[src/rtl/muldiv_issue.sv]
// RV32M multiply issue block: accepts one M-extension op, drives an external
// pipelined multiplier, and holds the result until writeback takes it.
// Ports: clk, rst (async, active-high); req_* (request handshake, operands,
// funct3, rd tag); mul_* (multiplier operands, start, type code, funct3,
// result, stall); rsp_* (result handshake, data, rd tag, err, cache hit).
// Parameter MUL_DEPTH must match the attached multiplier's DEPTH.
// Optional macro MULDIV_RESULT_CACHE_EN adds a one-entry result cache.
module muldiv_issue #(
  parameter int MUL_DEPTH = 2
) (
  input  logic        clk,
  input  logic        rst,
  input  logic        req_valid,
  output logic        req_ready,
  input  logic [2:0]  req_funct3,
  input  logic [31:0] req_a,
  input  logic [31:0] req_b,
  input  logic [4:0]  req_rd,
  output logic [31:0] mul_a,
  output logic [31:0] mul_b,
  output logic        mul_start,
  output logic [2:0]  mul_op,
  output logic [2:0]  mul_funct3,
  input  logic [31:0] mul_fout,
  input  logic        mul_stall,
  output logic        rsp_valid,
  input  logic        rsp_ready,
  output logic [31:0] rsp_data,
  output logic [4:0]  rsp_rd,
  output logic        rsp_err,
  output logic        rsp_hit
);

  typedef enum logic [1:0] {
    IDLE  = 2'd0,
    ISSUE = 2'd1,
    HOLD  = 2'd2
  } state_t;

  // Multiplier type codes: bit0 = rs1 signed, bit1 = rs2 signed.
  localparam logic [2:0] OP_SS = 3'b011;
  localparam logic [2:0] OP_SU = 3'b001;
  localparam logic [2:0] OP_UU = 3'b000;

  localparam int CW =
    (MUL_DEPTH < 1) ? 1 : $clog2(MUL_DEPTH + 1);
  localparam logic [CW-1:0] DEP = CW'(MUL_DEPTH);

  state_t        state_q, state_d;
  logic [31:0]   a_q, a_d;
  logic [31:0]   b_q, b_d;
  logic [2:0]    f3_q, f3_d;
  logic [2:0]    op_q, op_d;
  logic [4:0]    rd_q, rd_d;
  logic [31:0]   data_q, data_d;
  logic          err_q, err_d;
  logic [CW-1:0] cyc_q, cyc_d;
  logic [2:0]    op_sel;

`ifdef MULDIV_RESULT_CACHE_EN
  logic          hit_q, hit_d;
  logic          c_vld_q, c_vld_d;
  logic [31:0]   c_a_q, c_a_d;
  logic [31:0]   c_b_q, c_b_d;
  logic [2:0]    c_f3_q, c_f3_d;
  logic [31:0]   c_res_q, c_res_d;
  logic          c_hit;

  assign c_hit = c_vld_q
              && (c_a_q == req_a)
              && (c_b_q == req_b)
              && (c_f3_q == req_funct3);
`endif

  always_comb begin
    op_sel = OP_SS;
    unique case (req_funct3[1:0])
      2'b10:   op_sel = OP_SU;
      2'b11:   op_sel = OP_UU;
      default: op_sel = OP_SS;
    endcase
  end

  always_comb begin
    state_d = state_q;
    a_d     = a_q;
    b_d     = b_q;
    f3_d    = f3_q;
    op_d    = op_q;
    rd_d    = rd_q;
    data_d  = data_q;
    err_d   = err_q;
    cyc_d   = cyc_q;
`ifdef MULDIV_RESULT_CACHE_EN
    hit_d   = hit_q;
    c_vld_d = c_vld_q;
    c_a_d   = c_a_q;
    c_b_d   = c_b_q;
    c_f3_d  = c_f3_q;
    c_res_d = c_res_q;
`endif
    unique case (state_q)
      IDLE: begin
        if (req_valid) begin
          rd_d = req_rd;
          if (req_funct3[2]) begin
            // Divide/remainder are not served here.
            data_d  = '0;
            err_d   = 1'b1;
`ifdef MULDIV_RESULT_CACHE_EN
            hit_d   = 1'b0;
`endif
            state_d = HOLD;
          end else begin
            a_d     = req_a;
            b_d     = req_b;
            f3_d    = req_funct3;
            op_d    = op_sel;
            cyc_d   = '0;
            state_d = ISSUE;
`ifdef MULDIV_RESULT_CACHE_EN
            hit_d   = 1'b0;
            if (c_hit) begin
              data_d  = c_res_q;
              err_d   = 1'b0;
              hit_d   = 1'b1;
              state_d = HOLD;
            end
`endif
          end
        end
      end
      ISSUE: begin
        // The multiplier cannot finish in fewer than MUL_DEPTH
        // cycles; a low stall before that is a stale busy flag.
        if (!mul_stall && (cyc_q >= DEP)) begin
          data_d  = mul_fout;
          err_d   = 1'b0;
          state_d = HOLD;
`ifdef MULDIV_RESULT_CACHE_EN
          hit_d   = 1'b0;
          c_vld_d = 1'b1;
          c_a_d   = a_q;
          c_b_d   = b_q;
          c_f3_d  = f3_q;
          c_res_d = mul_fout;
`endif
        end else if (cyc_q != DEP) begin
          cyc_d = cyc_q + 1'b1;
        end
      end
      HOLD: begin
        if (rsp_ready) begin
          state_d = IDLE;
        end
      end
      default: state_d = IDLE;
    endcase
  end

  always_ff @(posedge clk or posedge rst) begin
    if (rst) begin
      state_q <= IDLE;
      a_q     <= '0;
      b_q     <= '0;
      f3_q    <= '0;
      op_q    <= '0;
      rd_q    <= '0;
      data_q  <= '0;
      err_q   <= 1'b0;
      cyc_q   <= '0;
    end else begin
      state_q <= state_d;
      a_q     <= a_d;
      b_q     <= b_d;
      f3_q    <= f3_d;
      op_q    <= op_d;
      rd_q    <= rd_d;
      data_q  <= data_d;
      err_q   <= err_d;
      cyc_q   <= cyc_d;
    end
  end

`ifdef MULDIV_RESULT_CACHE_EN
  always_ff @(posedge clk or posedge rst) begin
    if (rst) begin
      hit_q   <= 1'b0;
      c_vld_q <= 1'b0;
      c_a_q   <= '0;
      c_b_q   <= '0;
      c_f3_q  <= '0;
      c_res_q <= '0;
    end else begin
      hit_q   <= hit_d;
      c_vld_q <= c_vld_d;
      c_a_q   <= c_a_d;
      c_b_q   <= c_b_d;
      c_f3_q  <= c_f3_d;
      c_res_q <= c_res_d;
    end
  end

  assign rsp_hit = hit_q;
`else
  assign rsp_hit = 1'b0;
`endif

  assign req_ready  = (state_q == IDLE);
  assign mul_start  = (state_q == ISSUE);
  assign rsp_valid  = (state_q == HOLD);
  assign mul_a      = a_q;
  assign mul_b      = b_q;
  assign mul_op     = op_q;
  assign mul_funct3 = f3_q;
  assign rsp_data   = data_q;
  assign rsp_rd     = rd_q;
  assign rsp_err    = err_q;

endmodule

[config.mk]
export PLATFORM = sky130hd
export DESIGN_NAME = muldiv_issue
export DESIGN_NICKNAME = d
export VERILOG_FILES = /design/src/rtl/muldiv_issue.sv
export SDC_FILE = /design/constraint.sdc
export NUM_CORES = 1
export LEC_CHECK = 0
export BUFFER_PORTS_ARGS = -buffer_cell sky130_fd_sc_hd__buf_2
export CAP_MARGIN = 20
export CORE_ASPECT_RATIO = 1.1
export CORE_MARGIN = 5
export CORE_UTILIZATION = 45
export CTS_BUF_LIST = sky130_fd_sc_hd__clkbuf_8
export CTS_CLUSTER_DIAMETER = 100
export DETAILED_ROUTE_END_ITERATION = 8
export GPL_ROUTABILITY_DRIVEN = 0
export PLACE_DENSITY = 0.79
export SLEW_MARGIN = 20
export SYNTH_ARGS = -nofsm -noshare
export SYNTH_HDL_FRONTEND = slang
export SYNTH_SLANG_ARGS = --single-unit
[constraint.sdc]
create_clock -name clk -period 7.1 [get_ports clk]
set_input_delay 0.355 -clock clk [delete_from_list [all_inputs] [get_ports clk]]
set_output_delay 0.355 -clock clk [all_outputs]
set_load 0.005 [all_outputs]
---- Yosys cells after proc, flatten, opt, wreduce, memory -nomap -nowiden ----
Index checks and enable logic that the tools add are counted.
Widths: inputs -> output; s select.
storage, ports and cells
  flip-flop bits (word level) ............. 111
  bits of input ports ..................... 109
  output and inout bits ................... 112
  word-level logic and storage cells ...... 52
operators by class
  $add $sub $neg .......................... 1
  order comparisons ....................... 1
  eq/ne operators ......................... 12
  mux-type cells .......................... 19
  bitwise logic cells ..................... 1
  reduce and logical (&&, ||, !) cells .... 9
operators with widths
  kind                 count
  $mux 32              3
  $pmux 32 s2          1
  $mux 2               8
  $ne 2x1->1 const B   4
  $ne 2x2->1 const B   4
  $pmux 2 s2           2
  $eq 2x2->1 const B   3
  $pmux 2 s3           1
  $reduce_and 3->1     2
  $reduce_and 5->1     1
  $reduce_and 4->1     1
  $mux 1               3
  $add 2x1->2 const B  1
  $eq 2x1->1 const B   1
  $ge 2x2->1 const B   1
  $logic_not 2->1      1
  $pmux 1 s2           1
  $reduce_and 2->1     1
  $reduce_bool 2->1    1
  $logic_and 1x1->1    1
  $logic_not 1->1      1
  $not 1->1            1

---- Depth between registers and ports, before layout ----
Gate-level depths: netlist of run 1.
  depth in word-level cells ............... 4
  depth in mapped cells ................... 7
  depth with buffers taken out ............ 5

---- Worst setup path before layout of run 1 ----
No wires, ideal clock.
  kind .................................... register to register
  from .................................... register state_q[0]
  to ...................................... register cyc_q[1]
  library setup time ...................... 0.133 ns
  arrival ................................. 1.423 ns
  data required time ...................... 6.967 ns
  setup slack ............................. 5.544 ns
  cell stages (with the launch flop) ...... 7
  buffers on the path ..................... 3
  period minus slack after synthesis ...... 1.556 ns
  path through ............................ dfrtp_1 > buf_6 > or4b_1 > buf_4 > buf_6 > o311ai_2 > o31ai_1
between the ends
  word-level cells in the longest chain between the ends .. 3
  elaborated cells between the ends (all ways) .. 9
  those cells by class .................... 5 x eq/ne; 1 x mux; 3 x reduce/logical
RTL lines
  what                                                line  text
  from (decl)                                         49    state_t state_q, state_d;
  from (signal assigned)                              173   state_q <= state_d;
  $eq 2x1->1 or $logic_not 2->1 (tied branches)       102   unique case (state_q)
  $ne 2x1->1 (no line), or another cell as far along  -
  $reduce_and 5->1 (no line)                          -
  to (signal assigned)                                181   cyc_q <= cyc_d;
  to (decl)                                           57    logic [CW-1:0] cyc_q, cyc_d;
Several ways; a longest one is shown, not always the timed one.
A chain may end at the register's enable or synchronous reset.

---- Worst setup path after layout of run 1 ----
  from .................................... register state_q[0]
  to ...................................... register b_q[30], in the netlist mul_b[30]
between the ends
  word-level cells in the longest chain between the ends .. 2
RTL lines
  what                        line  text
  $logic_not 2->1             102
  $reduce_and 3->1 (no line)  -
  to (signal assigned)        165   b_q <= '0;
  to (signal assigned)        175   b_q <= b_d;
  to (decl)                   51    logic [31:0] b_q, b_d;
Every way passes these cells.

==> impl_metrics.ini, run 1 <==
[clock_tree]
cts_tree = yes
cts_setup_buffers = 0
cts-root-buf = clkbuf_8
clk_pin_slew_ns = 0.10
holdBufCountCts = 0
ctsResizeCount = 0
clkSinkCount = 110
cts_made_buffers = 9
clk_latency_ns = 0.35
ctsLongestPathBuffers = 2
cts_htree_levels = 3

[yosys]
synth_cells = 471
synth_top_family_by_area = simple AND/OR/NAND/NOR gates
ys_warn_count = 0
ys_types = 29
synth_compound_area_share_pct = 1.92
synth_seq_cells = 110
seq_area_frac_synth_pct = 61.1
synth_xor_area_share_pct = 0
yosys-mux-area-fraction_pct = 8.60
synthTopCellsByArea = dfrtp_1 (61%), nand2_1 (19%), mux2i_1 (7.1%)
synth_top_area_cell = dfrtp_1
syn_area_sq_um = 4510
synth_top_area_share_pct = 61.1
avgSynthCellArea_sq_um = 9.57
synth-adder-area-share_pct = 0.278
synth-simple-area-share_pct = 21.2

[pwr]
vdd_drop_max_uv = 131
leakage_nw = 3.44
powerDensity_nw_per_um2 = 360

[global_routing]
met1_usage_pct = 21.5
grt.busiest_layer = met2
grt_start_max_net_pins = 69
grtUsageMet3_pct = 5.50
grtUsageTotal_pct = 18.1
grt_pass1_wl_mm = 17.9
grt_use_met2_pct = 31.3
overflow = 0
grt_pass1_vias = 3837
antenna_found_initial = 0

[place]
port-buffer-count = 217
dp_hpwl_mm = 8.35
dp.cells = 787

[setup_path]
worstPathArrival_ns = 2.42
rr_startpoint = state_q[0]
rr_endpoint = mul_b[30]
cp_max_fo = 48
cp.required_ns = 7.34
cp-start-kind = flip-flop
crit_type = reg -> reg
end_kind = flip-flop
reg2reg_depth = 4
rrSetupSlack_ns = 4.92

[timing]
period_share_pct = 30.7
drv_slew = 0
max_slew.worst_pin.slew_ns = 0.693
hold_viol = 0
finalCriticalPeriod_ns = 2.18
max_freq_mhz = 459
rsz0062_at_grt = false
tns_ns = 0
clock_skew_ns = 0.00952
maxSlewHeadroom_pct = 53.8
setup_violations = 0

[floorplan]
dieArea_sq_um = 12100
dieHeight_microns = 115
die_w_microns = 105
start_util_pct = 45.8
ios = 221
placementRows = 38
core_region_area_sq_um = 9840

[finish]
syn2layout_area_growth_pct = 29.4
nets = 788
final_cells = 803
drive_gt1_share_pct = 36.3
n_antenna_cell = 0

[hold_path]
hp-class = in -> async

[detailed_routing]
drc = 0
antenna_left = 0
wl_per_cell_microns = 13.7
wirelength_mm = 11.0
vias_per_cell = 4.73
num_vias = 3799
drt-initial-drc-count = 167
firstDrtPassIters = 4

[run_status]
status = finished, final reports clean

[flow_run]
max-cap-violations = 0
[worst max-delay path, cell delays in order, from the launching register on]
cell and delay [ns]:
dfrtp_1 0.48, or4b_2 0.97, buf_4 0.39, nand2_1 0.14, nand2_1 0.06
[synth_stat cells]
cell and number:
a2111oi_0 1, a21o_1 1, a21oi_1 1, a221o_1 1, a31oi_1 1, and2_1 1
buf_2 10, buf_4 6, buf_6 4, clkbuf_1 8, conb_1 1, dfrtp_1 110
ha_1 1, inv_1 37, mux2_2 6, mux2i_1 32, nand2_1 233, nand2b_1 1
nand4bb_1 1, nor2_1 4, nor2b_1 2, nor3_1 1, nor4b_2 1, o21ai_0 1
o21ai_1 1, o21bai_1 2, o311ai_2 1, o31ai_1 1, or4b_1 1
[registers in the layout, summed over array words and instances (netlist names)]
name / count
cyc_q: 2
mul_a: 32
mul_b: 32
mul_funct3: 2
mul_op: 2
rsp_data: 32
rsp_err: 1
rsp_rd: 5
state_q: 2
[power by group]
part	switching, mW	total (mW)	internal (mW)
sequential	0.142	1.02	0.873
combinational	0.370	0.707	0.337
clock	0.197	0.377	0.180
[final cells by class]
| type | count | area [sq um] |
|---|---|---|
| Clock buffer | 11 | 151 |
| Clock inverter | 5 | 48.8 |
| Sequential cell | 110 | 2750 |
| Fill cell | 870 | 4010 |
| Inverter | 37 | 141 |
| Tap cell | 120 | 150 |
| Timing Repair Buffer | 222 | 1120 |
| Multi-Input combinational cell | 298 | 1470 |
[routing by layer]
| layer | vias to the layer above | share of wire, % |
|---|---|---|
| met4 | 0 | 1.5 |
| met2 | 152 | 50 |
| li1 | 1838 | - |
| met1 | 1796 | 39 |
| met5 | - | 0 |
| met3 | 13 | 9.3 |
[per-stage QoR]
| stage | util [%] | hold slack [ns] | instance area, sq um | total power, mW | setup slack, ns |
|---|---|---|---|---|---|
| after floorplan | - | 0.446 | 4520 | 1.39 | 3.84 |
| after global placement | 57.3 | 0.453 | 5640 | 1.71 | 4.97 |
| after detailed placement | 57.3 | 0.457 | 5640 | 1.75 | 4.94 |
| after CTS | 59.3 | 0.111 | 5840 | 2.13 | 4.91 |
| after global routing | 59.3 | 0.142 | 5840 | 2.27 | 4.80 |
| final | 59.3 | 0.0868 | 5840 | 2.10 | 4.92 |
[cells in the final DEF (no fill, tap or decap)]
| master | instances |
|---|---|
| buf_2 | 217 |
| or4b_2 | 1 |
| o21bai_1 | 2 |
| ha_1 | 1 |
| a21o_1 | 1 |
| and2_1 | 1 |
| a21oi_1 | 1 |
| mux2i_1 | 32 |
| nor2_1 | 4 |
| nand2_1 | 233 |
| nor2b_1 | 2 |
| buf_4 | 5 |
| clkinv_2 | 3 |
| o21ai_1 | 1 |
| clkbuf_8 | 11 |
| conb_1 | 3 |
| o31ai_1 | 1 |
| nor4b_4 | 1 |
| bufinv_16 | 1 |
| inv_4 | 1 |
| o311ai_2 | 1 |
| o21ai_0 | 1 |
| dfrtp_1 | 110 |
| nand4bb_1 | 1 |
| mux2_2 | 6 |
| a221o_1 | 1 |
| inv_1 | 37 |
| nand2b_1 | 1 |
| a31oi_1 | 1 |
| nor3_2 | 1 |
| a2111oi_0 | 1 |
[cell families after synthesis]
kind of cell             count (synthesis)
AO/OA/AOI/OAI                           11
adder cells (fa/ha/maj)                  1
buffers and inverters                   65
flip-flops                             110
multiplexers                            38
other                                    1
AND/OR/NAND/NOR                        245
[how the worst max path moves through the flow]
stage                    start         to  slack (ns)  cells past startpoint
global placement    state_q[0]  mul_op[1]        4.97                      4
global route        state_q[0]  mul_a[14]        4.80                      4
CTS                 state_q[0]  mul_b[30]        4.91                      4
floorplan                  rst   cyc_q[0]        3.84                      1
detailed placement  state_q[0]  mul_b[30]        4.94                      4
finish              state_q[0]  mul_b[30]        4.92                      4
Note: power is estimated with default switching activity, not from simulation.
==> run 2, diff against run 1 <==
--- a/config.mk
+++ b/config.mk
@@ -5,6 +5,7 @@
 export SDC_FILE = /design/constraint.sdc
 export NUM_CORES = 1
 export LEC_CHECK = 0
+export ABC_AREA = 1
 export BUFFER_PORTS_ARGS = -buffer_cell sky130_fd_sc_hd__buf_2
 export CAP_MARGIN = 20
 export CORE_ASPECT_RATIO = 1.1
==> constraint.sdc (replaced) <==
create_clock -name clk -period 2.1 [get_ports clk]
set_input_delay 0.105 -clock clk [delete_from_list [all_inputs] [get_ports clk]]
set_output_delay 0.105 -clock clk [all_outputs]
set_load 0.005 [all_outputs]
==> impl_metrics.ini, run 2 <==
[run_status]
status = finished, final reports clean

[pwr]
switching_share_pct = 37.4
vdd_drop_max_uv = 633
leakage_nw = 3.88
pwr-share-seq_pct = 46.0
combPwrFrac_pct = 37.7
power.switching_mw = 2.75
powerDensity_nw_per_um2 = 1110
power.internal_mw = 4.59
clock_power_share_pct = 16.3

[clock_tree]
cts-root-buf = clkbuf_8
cts_tree = yes
cts_made_buffers = 9
ctsLongestPathBuffers = 2
cts_htree_levels = 3
clk_latency_ns = 0.36
clk_pin_slew_ns = 0.10
clkSinkCount = 110
cts_setup_buffers = 0

[hold_path]
hp-class = in -> reg

[global_routing]
grtUsageTotal_pct = 23.9
antenna_found_initial = 0
grt_pass1_vias = 4682
grt_pass1_wl_mm = 23.3
grt_start_max_net_pins = 70
overflow = 0

[setup_path]
cp_max_fo = 32
crit_type = reg -> reg
critical-path-max-stage-delay_ns = 0.74
end_kind = flip-flop
cp_slowest_cell = inv_1
cp.required_ns = 2.39
rrSetupSlack_ns = 0.17
worstPathCellList = inv_1 > ha_1 > o21bai_1 > inv_1 > nand4_1 > nand2_1
critPathMostFrequentCell = inv_1
cp-start-kind = flip-flop
worstPathArrival_ns = 2.22

[finish]
nets = 897
syn2layout_area_growth_pct = 52.0
final_cell_mix = nand2_1 (282), buf_2 (217), dfrtp_1 (110)
n_antenna_cell = 0
drive_gt1_share_pct = 31.1
mostFrequentLayoutCell = nand2_1
final_cells = 909

[yosys]
yosys-mux-area-fraction_pct = 0
ys_types = 21
synthTopCellsByCount = nand2_1 (282), dfrtp_1 (110), nand4_1 (32), buf_2 (14), clkbuf_1 (9)
seq_area_frac_synth_pct = 63.1
synthTopCellsByArea = dfrtp_1 (63%), nand2_1 (24%), nand4_1 (4.6%)
synth_most_common_cell = nand2_1
synth_seq_cells = 110
synth_xor_area_share_pct = 0
synthFlopType = dfrtp_1
synth_top_area_cell = dfrtp_1
synth_top_family_by_area = simple AND/OR/NAND/NOR gates
synth_compound_area_share_pct = 1.03
synth-adder-area-share_pct = 0.287
synth_cells = 489
syn_area_sq_um = 4360
synth_top_area_share_pct = 63.1
synthArstFlopShare_pct = 100
avgSynthCellArea_sq_um = 8.92
synth-simple-area-share_pct = 31.1
synth_enable_flop_cells = 0
ys_warn_count = 0

[timing]
max_slew.worst_pin.slew_ns = 0.987
period_share_pct = 92.1
maxSlewHeadroom_pct = 34.2
drv_slew = 0
setup_violations = 0
tns_ns = 0
clock_skew_ns = 0.0141
rsz0062_at_grt = false
max_freq_mhz = 517
finalCriticalPeriod_ns = 1.93
hold_viol = 0

[flow_run]
max-cap-violations = 0

[detailed_routing]
num_vias = 4493
antenna_left = 0
drt-initial-drc-count = 233
drc = 0
firstDrtPassIters = 5
wirelength_mm = 14.0
wl_per_cell_microns = 15.4
vias_per_cell = 4.94

[floorplan]
ios = 221
dieArea_sq_um = 11800
die_w_microns = 104
dieHeight_microns = 113
start_util_pct = 46.4
core_region_area_sq_um = 9400
placementRows = 37

[place]
dp_hpwl_mm = 8.50
dp.cells = 802
port-buffer-count = 217
## run 2: cell types whose count changed after synthesis, sizes merged, moves of 2 or more
cell | previous run | this run
nand2 | 233 | 284
mux2i | 32 | 0
nand4 | 0 | 32
inv | 37 | 10
nand3 | 0 | 8
mux2 | 6 | 0
nor2 | 4 | 7
nor2b | 2 | 0
o21a | 0 | 2
## run 2: power by group through the flow
stage          clock network [mW]  registers, mW  logic [mW]
3_5_place_dp                    0           3.37        2.60
5_1_grt                      1.32           3.48        3.13
4_1_cts                      1.23           3.36        2.72
3_3_place_gp                    0           3.36        2.51
6_report                     1.20           3.38        2.77
2_1_floorplan                   0           3.43        1.27
## run 2: stage by stage
step | instance area [sq um] | setup slack [ns] | total power [mW] | utilization [%] | hold slack, ns
final | 6630 | 0.167 | 7.34 | 70.6 | 0.0192
after global routing | 6630 | 0.0105 | 7.93 | 70.6 | 0.00558
after CTS | 6610 | 0.217 | 7.31 | 70.4 | 0.000269
after detailed placement | 5520 | 0.247 | 5.97 | 58.8 | 0.236
after global placement | 5520 | 0.351 | 5.87 | 58.8 | 0.233
after floorplan | 4370 | 0.666 | 4.69 | - | 0.191
## run 2: layout make-up
class                   count  area [sq um]
clock inverters             4          22.5
multi-input cells         342          1430
fillers                   659          2770
well taps                 117           146
inverters                  10          41.3
clock buffers              12           165
repair buffers            314          2080
flip-flops and latches    110          2750
## run 2: final timing paths
check | cells after the start | to | startpoint
max in group asynchronous | 4 | mul_a[17] | rst
worst min register to register | 2 | mul_b[1] | mul_b[1]
worst max register to register | 6 | rsp_data[21] | cyc_q[0]
worst max-delay path | 6 | rsp_data[21] | cyc_q[0]
worst min-delay path | 3 | rsp_data[5] | mul_fout[5]
min in group asynchronous | 4 | mul_b[7] | rst
## run 2: worst max-delay path: cells and delay by family, from the launching register on
family / cells / cell delay, ns
simple gates: 2 / 0.37
compound gates: 1 / 0.12
flops: 1 / 0.41
fa+ha+maj: 1 / 0.16
buf+inv: 2 / 0.81
## run 2: cells by family after synthesis
family	Yosys count
AO/OA/AOI/OAI	7
adder cells (fa/ha/maj)	1
buffers and inverters	39
flip-flops	110
other	1
AND/OR/NAND/NOR	331
## run 2: layer usage
metal,GRT usage (%),wire [microns]
met1,30.2,5410
met2,39.8,6920
met5,0,0
met4,8.29,324
met3,6.73,1310
## run 2: what timing repair did
item	in CTS	in global routing
hold buffers	90	0
endpoints found under the hold margin	199	0
resized for setup	0	0
==> run 3, diff against run 2 <==
--- a/config.mk
+++ b/config.mk
@@ -16,6 +16,7 @@
 export DETAILED_ROUTE_END_ITERATION = 8
 export GPL_ROUTABILITY_DRIVEN = 0
 export PLACE_DENSITY = 0.79
+export RECOVER_POWER = 100
 export SLEW_MARGIN = 20
 export SYNTH_ARGS = -nofsm -noshare
 export SYNTH_HDL_FRONTEND = slang
==> impl_metrics.ini, run 3 (synthesized netlist as in run 2, its figures left out) <==
[run_status]
status = finished, final reports clean

[timing]
drv_slew = 0
clock_skew_ns = 0.0141
maxSlewHeadroom_pct = 6.34
finalCriticalPeriod_ns = 1.93
setup_violations = 0
max_slew.worst_pin.slew_ns = 1.40
max_freq_mhz = 517
rsz0062_at_grt = false
worst_hold_slack_ns = 0.0182
tns_ns = 0
setup_slack_ns = 0.167
hold_viol = 0
period_share_pct = 92.1

[floorplan]
placementRows = 37
die_w_microns = 104
core_region_area_sq_um = 9400
ios = 221
start_util_pct = 46.4
dieHeight_microns = 113
dieArea_sq_um = 11800

[clock_tree]
ctsLongestPathBuffers = 2
cts_setup_buffers = 0
cts_tree = yes
cts_made_buffers = 9
clk_pin_slew_ns = 0.10
cts-root-buf = clkbuf_8
clkSinkCount = 110
clk_latency_ns = 0.35
cts_htree_levels = 3

[setup_path]
cp_slowest_cell = inv_1
path_delay_family = buffers and inverters
worstPathCellList = inv_1 > ha_1 > o21bai_1 > inv_1 > nand4_1 > nand2_1
cp_max_fo = 32
worstPathArrival_ns = 2.22
reg2reg_depth = 6
rr_startpoint = cyc_q[0]
path_buf_inv = 2
cp-start-kind = flip-flop
cp.required_ns = 2.39
crit_type = reg -> reg
critPathMostFrequentCell = inv_1
end_kind = flip-flop
rrSetupSlack_ns = 0.17
critical-path-max-stage-delay_ns = 0.73
rr_endpoint = rsp_data[21]

[detailed_routing]
antenna_left = 0
firstDrtPassIters = 6
wl_per_cell_microns = 15.4
drt-initial-drc-count = 256
wirelength_mm = 14.0
num_vias = 4503
vias_per_cell = 4.95
drc = 0

[hold_path]
min_from = mul_fout[16]
hp-class = in -> reg
hold-path-endpoint = rsp_data[16]
min_path_cells = 3

[finish]
syn2layout_area_growth_pct = 48.5
final_cells = 909
mostFrequentLayoutCell = nand2_1
drive_gt1_share_pct = 20.1
nets = 897
final_cell_mix = nand2_1 (283), buf_2 (134), dfrtp_1 (110)
n_antenna_cell = 0
fin_util_pct = 68.9
fin_area_sq_um = 6480
fillers = 723

[global_routing]
grt_pass1_wl_mm = 23.3
overflow = 0
antenna_found_initial = 0
grtUsageTotal_pct = 23.9
grt_start_max_net_pins = 70
grt_pass1_vias = 4682

[place]
placed_cell_area_sq_um = 5520
dp_hpwl_mm = 8.50
port-buffer-count = 217
dp.cells = 802
place_ws_ns = 0.247

[pwr]
leakage_nw = 3.56
powerDensity_nw_per_um2 = 1110
p_total_mw = 7.16
vdd_drop_max_uv = 622

[flow_run]
max-cap-violations = 0
[run 3: changes by cell type in the layout (fill, tap and decap cells not counted), moves of 2 or more]
cell / previous run / this run
buf_12: 3 / 1
buf_2: 217 / 134
buf_4: 4 / 1
clkbuf_1: 0 / 84
clkbuf_2: 0 / 2
[run 3: worst register-to-register path: cells and delay by family (launching register included)]
family                   cells  cell delay [ns]
AO/OA/AOI/OAI                1             0.12
buffers and inverters        2             0.80
AND/OR/NAND/NOR              2             0.38
flip-flops                   1             0.41
adder cells (fa/ha/maj)      1             0.16
[run 3: power by group]
| part | internal, mW | total [mW] | switching [mW] |
|---|---|---|---|
| logic | 0.977 | 2.58 | 1.60 |
| clock network | 0.523 | 1.20 | 0.677 |
| registers | 2.91 | 3.38 | 0.476 |
| total | 4.41 | 7.16 | 2.75 |
[run 3: per-layer routing]
metal | vias to the layer above | track usage (%) | routed length, microns
li1 | 2110 | - | -
met3 | 32 | 6.73 | 1280
met1 | 2108 | 30.2 | 5460
met4 | 0 | 8.29 | 359
met5 | - | 0 | 0
met2 | 253 | 39.8 | 6890
[run 3: how the worst max path moves through the flow]
| stage | to | cells after the start | from | slack (ns) |
|---|---|---|---|---|
| CTS | rsp_data[21] | 6 | cyc_q[0] | 0.22 |
| floorplan | cyc_q[0] | 1 | rst | 0.67 |
| finish | rsp_data[21] | 6 | cyc_q[0] | 0.17 |
| global placement | mul_op[0] | 7 | state_q[0] | 0.35 |
| detailed placement | rsp_data[21] | 6 | cyc_q[0] | 0.25 |
| global route | rsp_data[21] | 6 | cyc_q[0] | 0.01 |
[run 3: timing repair]
item / CTS / global route
gates resized for setup: 0 / 0
hold buffers: 90 / 0
endpoints found under the setup margin: 0 / 0
endpoints found under the hold margin: 199 / 0
[run 3: cell type report]
| cell class | instances | area [sq um] | area share [%] |
|---|---|---|---|
| Multi-Input combinational cell | 342 | 1420 | 21.9 |
| Tap cell | 117 | 146 | 2.26 |
| Sequential cell | 110 | 2750 | 42.5 |
| Inverter | 10 | 38.8 | 0.599 |
| Timing Repair Buffer | 314 | 1940 | 29.9 |
| Clock buffer | 12 | 165 | 2.55 |
| Clock inverter | 4 | 22.5 | 0.348 |
